## src/rtl/branch_resolve_pkg.sv

```systemverilog
// Shared constants for the branch resolve unit.
// Condition codes, flag bit positions, default widths, buffer states.
package branch_resolve_pkg;

   localparam int PC_W_DEF  = 16;
   localparam int OFF_W_DEF = 9;

   localparam int FLAG_V = 2;
   localparam int FLAG_N = 1;
   localparam int FLAG_Z = 0;

   localparam logic [2:0] COND_NEQ    = 3'b000;
   localparam logic [2:0] COND_EQ     = 3'b001;
   localparam logic [2:0] COND_GT     = 3'b010;
   localparam logic [2:0] COND_LT     = 3'b011;
   localparam logic [2:0] COND_GTE    = 3'b100;
   localparam logic [2:0] COND_LTE    = 3'b101;
   localparam logic [2:0] COND_OVFL   = 3'b110;
   localparam logic [2:0] COND_UNCOND = 3'b111;

   typedef enum logic {
      BUF_EMPTY = 1'b0,
      BUF_FULL  = 1'b1
   } buf_state_t;

endpackage

```

## src/rtl/branch_resolve_cond.sv

```systemverilog
// Branch condition evaluator: {V,N,Z} flags + cond code -> take.
// Ports: flags_eff (3), cond (3) in; take (1) out. Purely combinational.
module branch_cond_eval
   import branch_resolve_pkg::*;
(
   input  logic [2:0] flags_eff,
   input  logic [2:0] cond,
   output logic       take
);

   logic v, n, z;

   assign v = flags_eff[FLAG_V];
   assign n = flags_eff[FLAG_N];
   assign z = flags_eff[FLAG_Z];

   always_comb begin
      take = 1'b0;
      unique case (cond)
         COND_NEQ:    take = !z;
         COND_EQ:     take = z;
         COND_GT:     take = !z && !n;
         COND_LT:     take = n;
         COND_GTE:    take = z || !n;
         COND_LTE:    take = n || z;
         COND_OVFL:   take = v;
         COND_UNCOND: take = 1'b1;
         default:     take = 1'b0;
      endcase
   end

endmodule

```

## src/rtl/branch_resolve.sv

```systemverilog
// Flag register, branch decision and target, one-entry result buffer.
// Ports: flag write (flag_we, alu_*), branch req (br_*), flush, result (res_*), flags.
module branch_resolve
   import branch_resolve_pkg::*;
#(
   parameter int PC_W  = PC_W_DEF,
   parameter int OFF_W = OFF_W_DEF
) (
   input  logic            clk,
   input  logic            rst_n,
   input  logic [2:0]      flag_we,
   input  logic            alu_v,
   input  logic            alu_n,
   input  logic            alu_z,
   input  logic            br_valid,
   output logic            br_ready,
   input  logic [2:0]      br_cond,
   input  logic            br_is_reg,
   input  logic [PC_W-1:0] br_pc,
   input  logic [OFF_W-1:0] br_offset,
   input  logic [PC_W-1:0] br_reg,
   input  logic            flush,
   output logic            res_valid,
   input  logic            res_ready,
   output logic            res_taken,
   output logic [PC_W-1:0] res_target,
   output logic [2:0]      flags
);

   logic [2:0]      flag_q;
   logic [2:0]      flag_in;
   logic [2:0]      flag_eff;
   logic            take;
   logic            accept;
   logic [PC_W-1:0] seq_pc;
   logic [PC_W-1:0] off_ext;
   logic [PC_W-1:0] tgt;
   buf_state_t      state_q;
   buf_state_t      state_d;

   // Same-cycle flag writes are forwarded into the condition check.
   assign flag_in  = {alu_v, alu_n, alu_z};
   assign flag_eff = (flag_in & flag_we) | (flag_q & ~flag_we);

   always_ff @(posedge clk or negedge rst_n) begin
      if (!rst_n) flag_q <= 3'b000;
      else        flag_q <= flag_eff;
   end

   assign flags = flag_q;

   branch_cond_eval u_cond (
      .flags_eff (flag_eff),
      .cond      (br_cond),
      .take      (take)
   );

   // Adds wrap modulo 2^PC_W.
   assign seq_pc  = br_pc + PC_W'(1);
   assign off_ext = {{(PC_W-OFF_W){br_offset[OFF_W-1]}}, br_offset};

   always_comb begin
      tgt = seq_pc;
      if (take) tgt = br_is_reg ? br_reg : seq_pc + off_ext;
   end

   assign br_ready = !flush && (!res_valid || res_ready);
   assign accept   = br_valid && br_ready;

   always_ff @(posedge clk or negedge rst_n) begin
      if (!rst_n) state_q <= BUF_EMPTY;
      else        state_q <= state_d;
   end

   always_comb begin
      state_d = state_q;
      if (flush)
         state_d = BUF_EMPTY;
      else if (accept)
         state_d = BUF_FULL;
      else if (state_q == BUF_FULL && res_ready)
         state_d = BUF_EMPTY;
   end

   always_comb begin
      res_valid = (state_q == BUF_FULL);
   end

   always_ff @(posedge clk or negedge rst_n) begin
      if (!rst_n) begin
         res_taken  <= 1'b0;
         res_target <= '0;
      end else if (accept) begin
         res_taken  <= take;
         res_target <= tgt;
      end
   end

endmodule

```

## config.mk

```make
export PLATFORM = sky130hd
export DESIGN_NAME = branch_resolve
export DESIGN_NICKNAME = d
export VERILOG_FILES = /design/src/rtl/branch_resolve_pkg.sv /design/src/rtl/branch_resolve_cond.sv /design/src/rtl/branch_resolve.sv
export SDC_FILE = /design/constraint.sdc
export NUM_CORES = 1
export LEC_CHECK = 0
export CORE_AREA = 4 4 85 87
export DETAILED_ROUTE_END_ITERATION = 10
export DIE_AREA = 0 0 89 91
export PLACE_DENSITY = 0.64
export SYNTH_ARGS = -nofsm -noshare
export SYNTH_HDL_FRONTEND = slang
export SYNTH_SLANG_ARGS = --single-unit
```

## constraint.sdc

```tcl
create_clock -name clk -period 1.6 [get_ports clk]
set_input_delay 0.16 -clock clk [delete_from_list [all_inputs] [get_ports clk]]
set_output_delay 0.16 -clock clk [all_outputs]
set_load 0.01 [all_outputs]
```

==> results of run 1 <==
[registers in the layout, summed over array words and instances (netlist names)]
| register | cells |
|---|---|
| res_target | 16 |
| flags | 3 |
| res_taken | 1 |
| res_valid | 1 |
[cell type report]
class / instances / area share [%]
Inverter: 5 / 0.444
Clock buffer: 3 / 0.861
Clock inverter: 1 / 0.104
Timing Repair Buffer: 193 / 35.4
Tap cell: 77 / 2.01
Multi-Input combinational cell: 237 / 50.2
Sequential cell: 21 / 11.0
[metal layers]
metal,wire [microns],global-route usage (%),vias to the layer above,share of wire [%]
li1,-,-,1377,-
met1,3820,26.1,1324,41
met2,4750,35.5,96,51
met3,541,1.90,23,5.8
met4,263,4.09,0,2.8
met5,0,0,-,0
[stage by stage]
step	util, %	cells	hold slack [ns]	TNS, ns
6_report	75.5	537	0.242	-7.22
5_1_grt	75.5	537	0.261	-8.79
4_1_cts	68.7	528	0.250	-6.36
3_5_place_dp	61.5	508	0.469	-19.73
3_3_place_gp	61.5	508	0.461	-19.11
2_1_floorplan	-	272	-0.136	-5.52
[path summary, 6_finish.rpt]
check | from | slack [ns] | end
worst max-delay path | br_pc[0] | -0.76 | res_target[14]
worst min-delay path | rst_n | 0.24 | res_target[13]
worst max register to register | flags[1] | -0.22 | res_target[14]
worst min register to register | res_target[4] | 0.48 | res_target[4]
max in group asynchronous | rst_n | 1.14 | flags[1]
min in group clk | flag_we[2] | 0.32 | flags[2]
[cell families after synthesis]
group | count (synthesis)
mux | 8
fa+ha+maj | 21
buf+inv | 14
xor+xnor | 26
flops | 21
compound gates | 76
simple gates | 106
[synth_stat cells, types with 4 or more instances]
master	number	share of area [%]
sky130_fd_sc_hd__a211oi_1	7	2.4
sky130_fd_sc_hd__nor3_1	5	1.1
sky130_fd_sc_hd__xnor2_1	16	6.4
sky130_fd_sc_hd__ha_1	20	11
sky130_fd_sc_hd__a31oi_1	6	1.7
sky130_fd_sc_hd__mux2_2	5	2.6
sky130_fd_sc_hd__nor2b_1	4	1.1
sky130_fd_sc_hd__nor2_1	22	3.7
sky130_fd_sc_hd__nand3_1	6	1.4
sky130_fd_sc_hd__a21o_1	7	2.4
sky130_fd_sc_hd__dfrtp_1	21	24
sky130_fd_sc_hd__a221oi_1	4	1.6
sky130_fd_sc_hd__a21oi_1	16	3.6
sky130_fd_sc_hd__nand4_1	7	2.0
sky130_fd_sc_hd__xor2_1	10	4.0
sky130_fd_sc_hd__o21ai_0	19	4.3
sky130_fd_sc_hd__inv_1	5	0.85
sky130_fd_sc_hd__nand2_1	43	7.3
[power by group through the flow]
stage	sequential [W]	clock, W	combinational [W]
6_report	0.000687	0.000352	0.00185
5_1_grt	0.000702	0.000384	0.00198
4_1_cts	0.000687	0.000366	0.00160
3_5_place_dp	0.000697	0	0.00143
3_3_place_gp	0.000692	0	0.00141
2_1_floorplan	0.000743	0	0.000612
[repair_timing]
action | CTS | global route
hold endpoints to repair | 0 | 0
endpoints found under the setup margin | 17 | 17
pin swaps | 69 | 55
gates resized for setup | 111 | 63
setup buffers | 16 | 11
[worst max-delay path: cells and delay by family]
kind / cells / cell delay [ns]
simple gates: 3 / 0.68
fa+ha+maj: 2 / 0.29
compound gates: 5 / 1.03
xor+xnor: 2 / 0.27
buf+inv: 1 / 0.09
==> metrics.cfg, run 1 <==
[placement]
place_hpwl_microns=6310
place_ws_ns=-1.60
place.gp.congestion=0.849
placed_area_sq_um=3910
io_buffers=77

[clocking]
clk_latency_ns=0.26
cts_made_buffers=3
htree_levels=1
clkTransAtPathRegs_ns=0.08
cts.sink_count=21
tritoncts=done
holdBufCountCts=0
clockBufferDepth=2
clk_root_buffer_cell=sky130_fd_sc_hd__clkbuf_8

[pwr]
cellPowerDensity_nw_per_um2=602
internal-power_w=0.00183
total_leakage_power_nw=2.06
power.share.switching_pct=36.5
p_sw_w=0.00105
fin_total_pwr_w=0.00289
power.share.sequential_pct=23.8
comb_power_share_pct=64.0
share_clk_of_total_power_pct=12.2
vdd_drop_max_uv=592

[sta]
fin_ws_ns=-0.759
worst-slew-pin-transition_ns=0.354
timing.final.max_slew_violations=0
maxClockFrequency_mhz=424
max-slew-margin-rel_pct=76.2
final_critical_path_share_of_the_clock_period_pct=147
clock-skew-final_ns=0.00234
final-setup-viol-count=15
rsz0062_at_grt=yes
report.final.hold_viol_count=0
final_critical_period_ns=2.36

[floorplan]
initial_utilization_pct=34.7
coreArea_sq_um=6350
floorplan.rows=29
fp.dieW_microns=89
floorplan.die_area_sq_um=8100
num_io_pins=78
die_extent_in_y_microns=91

[setup_path]
rr_worst_depth=8
worstSetupStartpointType=input port
cp_cell_sequence=buf_8 -> ha_4 -> and4_4 -> nand4_1 -> or2_4 -> xnor2_4 -> ha_4 -> a21o_1 -> a21o_1 -> a221o_1 -> a21o_1 -> xnor2_1 -> a211oi_1
path_common_cell=sky130_fd_sc_hd__a21o_1
crit_path_max_incr_delay_ns=0.32
arrival_ns=2.53
critPathCaptureType=flop
worst-setup-path-type=in2reg
cp.required_ns=1.77
crit_path_top_delay_cell=sky130_fd_sc_hd__a221o_1
timing.critical_path.fanout_max=4

[grt]
global_route_wire_length_before_repair_microns=13200
grt_pass1_vias=2892
maximum_number_of_pins_on_one_net_before_global_route_repair=22
grtUsageTotal_pct=20.0
antenna_found_initial=0
grt_overflow=0

[layout]
final_area_sq_um=4790
multi_input_comb_area_sq_um=2410
antenna_cells_inserted=0
mostFrequentLayoutCell=sky130_fd_sc_hd__buf_4
layout_common_cells=sky130_fd_sc_hd__buf_4, sky130_fd_sc_hd__clkdlybuf4s50_1, sky130_fd_sc_hd__nand2_1
regArea_sq_um=526
net_count_final=538
count_of_filler_cells_inserted_in_the_layout=452
syn_to_final_growth_pct=118
layout_cells_sized_above_1_pct=51.3

[drt]
routed_via_count=2820
wl_microns=9370
post_route_drc_violation_count=0
ant_nets=0
wl_per_cell_microns=17.4
vias_per_cell=5.25
drt-initial-drc-count=100
firstDrtPassIters=4

[status]
run_status=finished with violations
failing_checks=negative setup slack

[synthesis]
synth_edf_count=0
compound_gate_fraction_of_synth_area_pct=23.1
synth_top_family_by_area=compound AO/OA/AOI/OAI gates
synthMuxAreaShare_pct=3.92
post_synth_and_or_nand_nor_area_fraction_pct=22.9
async_flop_share_pct=100
yosys_cell_types=48
post_synth_xor_area_fraction_pct=10.3
syn-num-nets=349
synth_sequential_area_ratio_pct=23.9
mappedNetlistArea_sq_um=2200
yosys_most_used_dff=sky130_fd_sc_hd__dfrtp_1
ys.warnings.count=0
synth-adder-area-share_pct=12.3
average_size_of_a_mapped_cell_sq_um=8.10
postSynthRegisterBits=21
postSynthCellCount=272

[min_path]
worstHoldPathType=in2async

[job]
maxCapViolations=0

Note: power is estimated with default switching activity, not from simulation.
==> run 2, diff against run 1 <==
ABC_AREA = 1   (was not set)
CORE_AREA = 4 4 84 86   (was 4 4 85 87)
DIE_AREA = 0 0 88 90   (was 0 0 89 91)
GPL_ROUTABILITY_DRIVEN = 1   (was not set)
PLACE_DENSITY = 0.7   (was 0.64)
==> metrics.cfg, run 2 <==
[sta]
final-setup-viol-count=13  ; -2
timing.final.max_slew_violations=0  ; unchanged
clock-skew-final_ns=0.000881  ; -0.00146 ns
report.final.hold_viol_count=0  ; unchanged
rsz0062_at_grt=yes
final_critical_path_share_of_the_clock_period_pct=136  ; -12 points
holdWs_ns=0.245  ; +0.00290 ns
worst-slew-pin-transition_ns=0.275  ; -0.0790 ns
max-slew-margin-rel_pct=81.7  ; +5.4 points
fin_ws_ns=-0.571  ; +0.188 ns
final_critical_period_ns=2.17  ; -0.188 ns
maxClockFrequency_mhz=461  ; +8.7%

[synthesis]
yosys_cell_types=39  ; -19%
postSynthRegisterBits=21  ; unchanged
post_synth_xor_area_fraction_pct=5.90  ; -4.4 points
compound_gate_fraction_of_synth_area_pct=11.6  ; -11 points
postSynthCellCount=406  ; +49%
cell_with_the_most_instances_after_synthesis=sky130_fd_sc_hd__nand2_1
async_flop_share_pct=100  ; unchanged
synth.largest_area_cell=sky130_fd_sc_hd__dfrtp_1
netlist_top_cells_area=sky130_fd_sc_hd__dfrtp_1, sky130_fd_sc_hd__nand2_1, sky130_fd_sc_hd__ha_1
synth_top_family_by_area=simple AND/OR/NAND/NOR gates
yosysTopAreaCellShare_pct=21.0  ; -2.9 points
syn-num-nets=483  ; +38%
synth_edf_count=0  ; unchanged
synth.cells.most_frequent=sky130_fd_sc_hd__nand2_1, sky130_fd_sc_hd__inv_1, sky130_fd_sc_hd__nor2_1
post_synth_and_or_nand_nor_area_fraction_pct=40.8  ; +18 points
synth-adder-area-share_pct=10.8  ; -1.5 points
synth_sequential_area_ratio_pct=21.0  ; -2.9 points
ys.warnings.count=0  ; unchanged
synthMuxAreaShare_pct=0  ; -3.9 points
yosys_most_used_dff=sky130_fd_sc_hd__dfrtp_1
mappedNetlistArea_sq_um=2500  ; +14%
average_size_of_a_mapped_cell_sq_um=6.16  ; -24%

[drt]
vias_per_cell=5.28  ; +0.57%
ant_nets=0  ; unchanged
routed_via_count=3475  ; +23%
wl_per_cell_microns=17.1  ; -2.0%
drt-initial-drc-count=229  ; +130%
wl_microns=11300  ; +20%
post_route_drc_violation_count=0  ; unchanged
firstDrtPassIters=5  ; +1

[placement]
placed_area_sq_um=4110  ; +5.2%
place.gp.congestion=0.884  ; +4.2%
place_ws_ns=-1.19  ; +0.412 ns
place.detailed.instances=622  ; +22%
place_hpwl_microns=6540  ; +3.6%
io_buffers=77  ; unchanged

[floorplan]
floorplan.die_area_sq_um=7920  ; -2.2%
die_extent_in_y_microns=90  ; -1.1%
num_io_pins=78  ; unchanged
initial_utilization_pct=39.9  ; +5.2 points
floorplan.rows=29  ; unchanged
coreArea_sq_um=6280  ; -1.1%
fp.dieW_microns=88  ; -1.1%

[layout]
net_count_final=659  ; +22%
regMostFlops=res_target
post_layout_nonfiller_instances=658  ; +23%
mostFrequentLayoutCell=sky130_fd_sc_hd__nand2_1
layout_common_cells=sky130_fd_sc_hd__nand2_1, sky130_fd_sc_hd__buf_4, sky130_fd_sc_hd__clkdlybuf4s50_1
syn_to_final_growth_pct=105
largest_reg_flops=16  ; unchanged
layout_cells_sized_above_1_pct=46.8  ; -4.5 points
antenna_cells_inserted=0  ; unchanged
final_area_sq_um=5120  ; +6.8%

[setup_path]
cp.required_ns=1.80  ; +0.03 ns
worstSetupStartpointType=input port
worst-r2r-setup-slack_ns=0.03  ; +0.25 ns
worst-setup-path-type=in2reg
timing.critical_path.fanout_max=3  ; -1
rr_worst_depth=9  ; +1
rr_startpoint=flags[0]
arrival_ns=2.37  ; -0.16 ns
critPathCaptureType=flop
worst_r2r_endpoint=res_target[3]

[grt]
maximum_number_of_pins_on_one_net_before_global_route_repair=22  ; unchanged
global_route_wire_length_before_repair_microns=14000  ; +6.3%
antenna_found_initial=0  ; unchanged
grt_pass1_vias=3209  ; +11%
grt_overflow=0  ; unchanged
grtUsageTotal_pct=21.6  ; +1.6 points

[clocking]
holdBufCountCts=0  ; unchanged
clkTransAtPathRegs_ns=0.08  ; about the same
cts_made_buffers=3  ; unchanged
htree_levels=1  ; unchanged
cts.sink_count=21  ; unchanged
tritoncts=done
clockBufferDepth=2  ; unchanged
clk_latency_ns=0.26  ; about the same
clk_root_buffer_cell=sky130_fd_sc_hd__clkbuf_8

[status]
failing_checks=negative setup slack
run_status=finished with violations

[min_path]
worstHoldPathType=in2async

[pwr]
cellPowerDensity_nw_per_um2=571  ; -5.2%
total_leakage_power_nw=2.48  ; +21%
vdd_drop_max_uv=608  ; +2.7%

[job]
maxCapViolations=0  ; unchanged

-- run 2: layout make-up --
type | instances | area [sq um]
inverters | 56 | 221
clock inverters | 1 | 7.51
flip-flops and latches | 21 | 526
well taps | 77 | 96.3
multi-input cells | 323 | 2580
repair buffers | 177 | 1650
clock buffers | 3 | 41.3
fillers | 389 | 1160
-- run 2: how the worst max path moves through the flow --
| stage | depth (start not counted) | start | slack [ns] | endpoint |
|---|---|---|---|---|
| 6_report | 21 | br_pc[5] | -0.57 | res_target[15] |
| 5_1_grt | 17 | br_pc[5] | -0.71 | res_target[15] |
| 4_1_cts | 18 | br_pc[3] | -0.31 | res_target[14] |
| 3_5_place_dp | 15 | br_pc[5] | -1.19 | res_target[14] |
| 3_3_place_gp | 18 | br_pc[5] | -1.14 | res_target[14] |
| 2_1_floorplan | 19 | br_pc[5] | -0.32 | res_target[13] |
-- run 2: cell families (layout without fill, tap and decap cells) --
family                     after synthesis  after routing
and+or+nand+nor                        237            238
buffers and inverters                   63            237
AOI/OAI and AO/OA                       48             48
adders and majority gates               21             21
DFF                                     21             21
xor gates and xnor gates                16             16
-- run 2: report_power, final --
part / internal, W / total [W] / switching (W)
logic: 0.000965 / 0.00189 / 0.000922
registers: 0.000626 / 0.000679 / 0.0000527
clock network: 0.000176 / 0.000357 / 0.000181
-- run 2: routing by layer --
metal	up-vias	GRT usage, %	wire length (microns)
met5	-	0	0
met4	0	8.18	504
met3	47	1.65	685
met2	167	38.4	5890
met1	1634	26.5	4180
li1	1627	-	-
-- run 2: critical path, cell delays in order --
cell                      delay [ns]
sky130_fd_sc_hd__buf_8          0.09
sky130_fd_sc_hd__nand2_8        0.05
sky130_fd_sc_hd__nor2_4         0.18
sky130_fd_sc_hd__nand2_4        0.09
sky130_fd_sc_hd__nor2_4         0.16
sky130_fd_sc_hd__buf_12         0.13
sky130_fd_sc_hd__nand2_4        0.05
sky130_fd_sc_hd__xor2_2         0.17
sky130_fd_sc_hd__inv_2          0.12
sky130_fd_sc_hd__ha_4           0.23
sky130_fd_sc_hd__nand2_4        0.09
sky130_fd_sc_hd__inv_2          0.04
sky130_fd_sc_hd__nand2_1        0.07
sky130_fd_sc_hd__nand2_1        0.10
sky130_fd_sc_hd__a21oi_2        0.18
sky130_fd_sc_hd__nand2_2        0.09
sky130_fd_sc_hd__inv_1          0.06
sky130_fd_sc_hd__nand2_1        0.06
sky130_fd_sc_hd__nand3_2        0.08
sky130_fd_sc_hd__nand2_2        0.05
sky130_fd_sc_hd__a21oi_2        0.12
-- run 2: metrics by stage --
step | util [%] | setup TNS [ns] | total power, W
global route | 81.5 | -5.49 | 0.00308
finish | 81.5 | -4.24 | 0.00292
global placement | 65.4 | -14.32 | 0.00206
detailed placement | 65.4 | -15.23 | 0.00208
floorplan | - | -2.19 | 0.00137
CTS | 72.8 | -2.18 | 0.00258
-- run 2: repair_timing --
action | CTS | global route
resized for setup | 121 | 95
buffers inserted | 16 | 15
endpoints found under the setup margin | 15 | 17
pin swaps | 55 | 79
gates cloned | 0 | 1
==> run 3, diff against run 2 <==
CTS_CLUSTER_SIZE = 24   (was not set)
==> results of run 3 <==
No change in the layout: final DEF, timing and power equal those of run 2.
